$ cat src/rtl/posit_pio_sequencer_pkg.sv
// Shared types and bit positions for the posit PIO command sequencer.
package posit_seq_pkg;

    typedef enum logic [1:0] {
        IDLE  = 2'd0,
        ISSUE = 2'd1,
        WAIT  = 2'd2
    } seq_state_e;

    localparam int STAT_BUSY      = 0;
    localparam int STAT_DONE      = 1;
    localparam int STAT_TIMEOUT   = 2;
    localparam int STAT_OVERRUN   = 3;
    localparam int STAT_COUNT_LSB = 16;

    localparam int CTRL_START  = 0;
    localparam int CTRL_OP_LSB = 1;
    localparam int CTRL_OP_MSB = 3;

endpackage

$ cat src/rtl/posit_pio_sequencer_toggle_detect.sv
// Turns a software-flipped start bit into a one-cycle start request; the
// primed flag masks the first cycle after reset so a stale 1 never fires.
module toggle_detect (
    input  logic clock,
    input  logic reset,
    input  logic toggle_i,
    output logic start_o
);

    logic ctrl_q;
    logic primed_q;

    always_ff @(posedge clock or posedge reset) begin
        if (reset) begin
            ctrl_q   <= 1'b0;
            primed_q <= 1'b0;
        end else begin
            ctrl_q   <= toggle_i;
            primed_q <= 1'b1;
        end
    end

    assign start_o = primed_q && (toggle_i != ctrl_q);

endmodule

$ cat src/rtl/posit_pio_sequencer.sv
// Captures an HPS command, issues it to the posit core with a one-cycle strobe,
// then latches the result or a timeout into the status word.
module posit_pio_sequencer
    import posit_seq_pkg::*;
#(
    parameter int WIDTH   = 32,
    parameter int TIMEOUT = 255
) (
    input  logic             clock,
    input  logic             reset,
    input  logic [31:0]      io_ctrl,
    input  logic [WIDTH-1:0] io_num1,
    input  logic [WIDTH-1:0] io_num2,
    output logic [WIDTH-1:0] io_result,
    output logic [31:0]      io_status,
    output logic             io_core_valid,
    output logic [2:0]       io_core_op,
    output logic [WIDTH-1:0] io_core_num1,
    output logic [WIDTH-1:0] io_core_num2,
    input  logic [WIDTH-1:0] io_core_result,
    input  logic             io_core_result_valid
);

    // Counter is zero on the first WAIT cycle, so WAIT cycle TIMEOUT sees TIMEOUT-1.
    localparam logic [15:0] WAIT_LAST = 16'(TIMEOUT - 1);

    seq_state_e       state_q, state_d;
    logic [15:0]      wait_cnt_q, wait_cnt_d;
    logic [15:0]      count_q, count_d;
    logic [WIDTH-1:0] result_q, result_d;
    logic [WIDTH-1:0] num1_q, num1_d;
    logic [WIDTH-1:0] num2_q, num2_d;
    logic [2:0]       op_q, op_d;
    logic             core_valid_q, core_valid_d;
    logic             busy_q, busy_d;
    logic             done_q, done_d;
    logic             timeout_q, timeout_d;
    logic             overrun_q, overrun_d;

    logic             start_req;
    logic             complete;
    logic             abort;
    logic             unused_ctrl;

    assign unused_ctrl = ^io_ctrl[31:CTRL_OP_MSB+1];

    toggle_detect u_toggle_detect (
        .clock    (clock),
        .reset    (reset),
        .toggle_i (io_ctrl[CTRL_START]),
        .start_o  (start_req)
    );

    always_ff @(posedge clock or posedge reset) begin
        if (reset) begin
            state_q      <= IDLE;
            wait_cnt_q   <= '0;
            count_q      <= '0;
            result_q     <= '0;
            num1_q       <= '0;
            num2_q       <= '0;
            op_q         <= '0;
            core_valid_q <= 1'b0;
            busy_q       <= 1'b0;
            done_q       <= 1'b0;
            timeout_q    <= 1'b0;
            overrun_q    <= 1'b0;
        end else begin
            state_q      <= state_d;
            wait_cnt_q   <= wait_cnt_d;
            count_q      <= count_d;
            result_q     <= result_d;
            num1_q       <= num1_d;
            num2_q       <= num2_d;
            op_q         <= op_d;
            core_valid_q <= core_valid_d;
            busy_q       <= busy_d;
            done_q       <= done_d;
            timeout_q    <= timeout_d;
            overrun_q    <= overrun_d;
        end
    end

    // Result-valid is tested before the limit so completion wins a tie.
    always_comb begin
        state_d  = state_q;
        complete = 1'b0;
        abort    = 1'b0;
        unique case (state_q)
            IDLE: begin
                if (start_req) state_d = ISSUE;
            end
            ISSUE: begin
                if (io_core_result_valid) begin
                    complete = 1'b1;
                    state_d  = IDLE;
                end else begin
                    state_d = WAIT;
                end
            end
            WAIT: begin
                if (io_core_result_valid) begin
                    complete = 1'b1;
                    state_d  = IDLE;
                end else if (wait_cnt_q == WAIT_LAST) begin
                    abort   = 1'b1;
                    state_d = IDLE;
                end
            end
            default: state_d = IDLE;
        endcase
    end

    always_comb begin
        wait_cnt_d   = wait_cnt_q;
        count_d      = count_q;
        result_d     = result_q;
        num1_d       = num1_q;
        num2_d       = num2_q;
        op_d         = op_q;
        core_valid_d = 1'b0;
        busy_d       = busy_q;
        done_d       = done_q;
        timeout_d    = timeout_q;
        overrun_d    = overrun_q;

        unique case (state_q)
            IDLE: begin
                if (start_req) begin
                    num1_d       = io_num1;
                    num2_d       = io_num2;
                    op_d         = io_ctrl[CTRL_OP_MSB:CTRL_OP_LSB];
                    core_valid_d = 1'b1;
                    busy_d       = 1'b1;
                    done_d       = 1'b0;
                    timeout_d    = 1'b0;
                    overrun_d    = 1'b0;
                end
            end
            ISSUE:   wait_cnt_d = '0;
            WAIT:    wait_cnt_d = wait_cnt_q + 16'd1;
            default: wait_cnt_d = '0;
        endcase

        // Requests arriving while busy, including the finishing cycle, are dropped.
        if (state_q != IDLE && start_req) overrun_d = 1'b1;

        if (complete) begin
            result_d = io_core_result;
            done_d   = 1'b1;
            busy_d   = 1'b0;
            count_d  = count_q + 16'd1;
        end

        if (abort) begin
            timeout_d = 1'b1;
            done_d    = 1'b0;
            busy_d    = 1'b0;
        end
    end

    always_comb begin
        io_status                             = '0;
        io_status[STAT_BUSY]                  = busy_q;
        io_status[STAT_DONE]                  = done_q;
        io_status[STAT_TIMEOUT]               = timeout_q;
        io_status[STAT_OVERRUN]               = overrun_q;
        io_status[STAT_COUNT_LSB +: 16]       = count_q;
    end

    assign io_result     = result_q;
    assign io_core_valid = core_valid_q;
    assign io_core_op    = op_q;
    assign io_core_num1  = num1_q;
    assign io_core_num2  = num2_q;

endmodule
$ cat config.mk
export PLATFORM = sky130hd
export DESIGN_NAME = posit_pio_sequencer
export DESIGN_NICKNAME = d
export VERILOG_FILES = /design/src/rtl/posit_pio_sequencer_pkg.sv /design/src/rtl/posit_pio_sequencer_toggle_detect.sv /design/src/rtl/posit_pio_sequencer.sv
export SDC_FILE = /design/constraint.sdc
export NUM_CORES = 1
export LEC_CHECK = 0
export CORE_ASPECT_RATIO = 0.75
export CORE_MARGIN = 1.5
export CORE_UTILIZATION = 30
export DETAILED_ROUTE_END_ITERATION = 10
export PLACE_DENSITY = 0.67
export SYNTH_ARGS = -nofsm -noshare
export SYNTH_HDL_FRONTEND = slang
export SYNTH_SLANG_ARGS = --single-unit
$ cat constraint.sdc
create_clock -name clock -period 4.3 [get_ports clock]
set_clock_uncertainty 0.05 [all_clocks]
set_input_delay 0.86 -clock clock [delete_from_list [all_inputs] [get_ports clock]]
set_output_delay 0.86 -clock clock [all_outputs]
set_load 0.01 [all_outputs]
==> impl_metrics.toml <==
[status]
outcome = "finished, final reports clean"

[cts]
worstSkewPairLatency_ps = 420
cts_buffer_depth = 2
cts_resized = 0
cts_setup_buffers = 0
cts_hold_buffers = 0
clkTransAtPathRegs_ps = 60
cts_root_buf = "clkbuf_16"
cts_buffers = 17
cts.sinks = 140
cts.htree.levels = 4
cts_tree = "built"

[grt]
grt_pass1_wl_microns = 23100
antenna_found_initial = 0
grt_pass1_vias = 4450
grt_max_degree = 70
grt.overflow.total = 0
grt_usage = 0.150

[timing]
final.min_clock_period_ps = 2350
worstMarginPinSlew_ps = 925
hold_viol = 0
finalSetupViolCount = 0
tns_ps = 0
finalCritPeriodShare = 0.547
maxSlewHeadroom = 0.382
rsz0062_at_grt = "false"
slew_violations = 0
max_freq_mhz = 425

[logic_synthesis]
synth_area_sq_um = 5710
yosys-top-cells-area = "dfrtp_1, nand2_1, mux2_2"
yosysWarnings = 0
async_reset_ff_frac = 1.00
synth-edff-count = 0
seq_area_frac_synth = 0.613
ys_seq_elements = 140
syn_inst = 550
yosys.cell_types.count = 37
avgSynthCellArea_sq_um = 10.4
synth_top_area_cell = "dfrtp_1"
synth_ff_type = "dfrtp_1"
yosysTopAreaCellShare = 0.613

[placed_design]
post-place-cells = 1001
place_congestion = 0.751
io_buffers = 222
hpwlAfterDp_microns = 10200
dpl_cell_area_sq_um = 8190

[worst_setup_path]
crit_path_max_fanout = 5
slowest_stage = "clkdlybuf4s50_1"
worstPathArrival_ps = 1440
crit_chain = "clkdlybuf4s50_1"
crit_path_max_incr_delay_ps = 580
path_buf_inv = 1
start_kind = "flip-flop"
worstSetupPathType = "flip-flop to output pin"
endpoint_kind = "output pin"
path_delay_family = "buffers and inverters"
required_ps = 3390

[route]
first_iter_violations = 208
firstDrtPassIters = 4
num_vias = 4473
drt_wl_total_microns = 14500
post_drt_wl_per_cell_microns = 14.1
drc = 0
vias_per_cell = 4.33
ant_nets = 0

[pwr]
p_leak_nw = 4.02
powerDensity_nw_per_um2 = 677
finalPower_mw = 5.94
peakVddDrop_uv = 297

[layout]
finalNonFillerCells = 1033
finalInstanceArea_sq_um = 8780
drive_gt1_frac = 0.0992
final_nets = 910
fin_util = 0.473
diodes = 0
synthToLayoutAreaGrowth_pct = 53.7

[min_path]
hold_path.class = "flip-flop to flip-flop"

[die]
boundaryPins = 263
design.core.area_sq_um = 18600
rows = 43
die_x_microns = 162
initial_core_util = 0.308
die_area_sq_um = 19900
dieHeight_microns = 123

[job]
maxCapViolations = 0
## final timing paths
path,startpoint,end,slack [ps],cells after the start
min in group asynchronous,reset,io_core_num2[25],930,2
max in group asynchronous,reset,count_q[12],2470,3
worst min-delay path,io_core_num2[0],io_core_num2[0],420,2
worst max-delay path,count_q[0],io_status[16],1950,1
worst max register to register,wait_cnt_q[0],done_q,2070,6
worst min register to register,io_core_num2[0],io_core_num2[0],420,2
## placed cells by master (no fill, tap or decap), types with 4 or more instances in the layout
| cell | Yosys | layout |
|---|---|---|
| nor3_1 | 5 | 5 |
| dfrtp_1 | 140 | 140 |
| ha_1 | 6 | 6 |
| a21oi_1 | 6 | 6 |
| clkdlybuf4s50_1 | 0 | 222 |
| nor2_1 | 17 | 17 |
| inv_1 | 8 | 7 |
| and3_1 | 5 | 5 |
| conb_1 | 2 | 13 |
| and4_1 | 4 | 4 |
| mux2_2 | 34 | 34 |
| o21ai_0 | 9 | 9 |
| xnor2_1 | 17 | 17 |
| nand4_1 | 5 | 5 |
| clkbuf_16 | 0 | 17 |
| nand2_1 | 217 | 217 |
| nand3_1 | 7 | 6 |
| inv_6 | 0 | 6 |
| xor2_1 | 7 | 7 |
| clkinvlp_4 | 0 | 4 |
## metrics by stage
step           worst slack, ps  hold WS (ps)
6_report                  1950           421
5_1_grt                   1870           436
4_1_cts                   1920           428
3_5_place_dp              1650           411
3_3_place_gp              1670           407
2_1_floorplan             1640           401
## registers in the layout, summed over array words and instances (netlist names), 2 cells and up
register	cells
count_q	16
state_q	2
io_core_op	3
io_result	32
wait_cnt_q	16
io_core_num1	32
io_core_num2	32
## synthesized netlist by cell type, drive strengths merged, types with 7 or more instances
cell	count
nand2	217
dfrtp	140
mux2	34
clkbuf	18
buf	17
nor2	17
xnor2	17
o21ai	9
inv	8
nand3	7
xor2	7
## kinds of logic after synthesis
kind of cell	share of synthesized area
xor gates and xnor gates	0.0368
other	0.00131
muxes	0.0688
AOI/OAI and AO/OA	0.0239
and+or+nand+nor	0.204
adders and majority gates	0.0131
buffers and inverters	0.0394
DFF	0.613
## area by class of cell
cell class                      instances  area, sq um
Clock buffer                           19          443
Sequential cell                       140         3500
Clock inverter                         13          155
Timing Repair Buffer                  228         2300
Fill cell                            1711         9780
Inverter                                9         37.5
Tap cell                              247          309
Multi-Input combinational cell        377         2030
## where the power goes
group	switching, mW	internal, mW
Sequential	0.297	1.83
Combinational	1.02	1.31
Clock	0.603	0.886
## metal layers
| metal | vias to the layer above | GRT usage | wire (microns) | share of wire |
|---|---|---|---|---|
| met5 | - | 0 | 0 | 0 |
| met4 | 0 | 0.0464 | 125 | 0.0086 |
| met3 | 10 | 0.0801 | 1750 | 0.12 |
| met2 | 178 | 0.212 | 6010 | 0.41 |
| met1 | 2094 | 0.197 | 6660 | 0.46 |
| li1 | 2191 | - | - | - |
No activity file was read; power rests on OpenSTA's default activity.
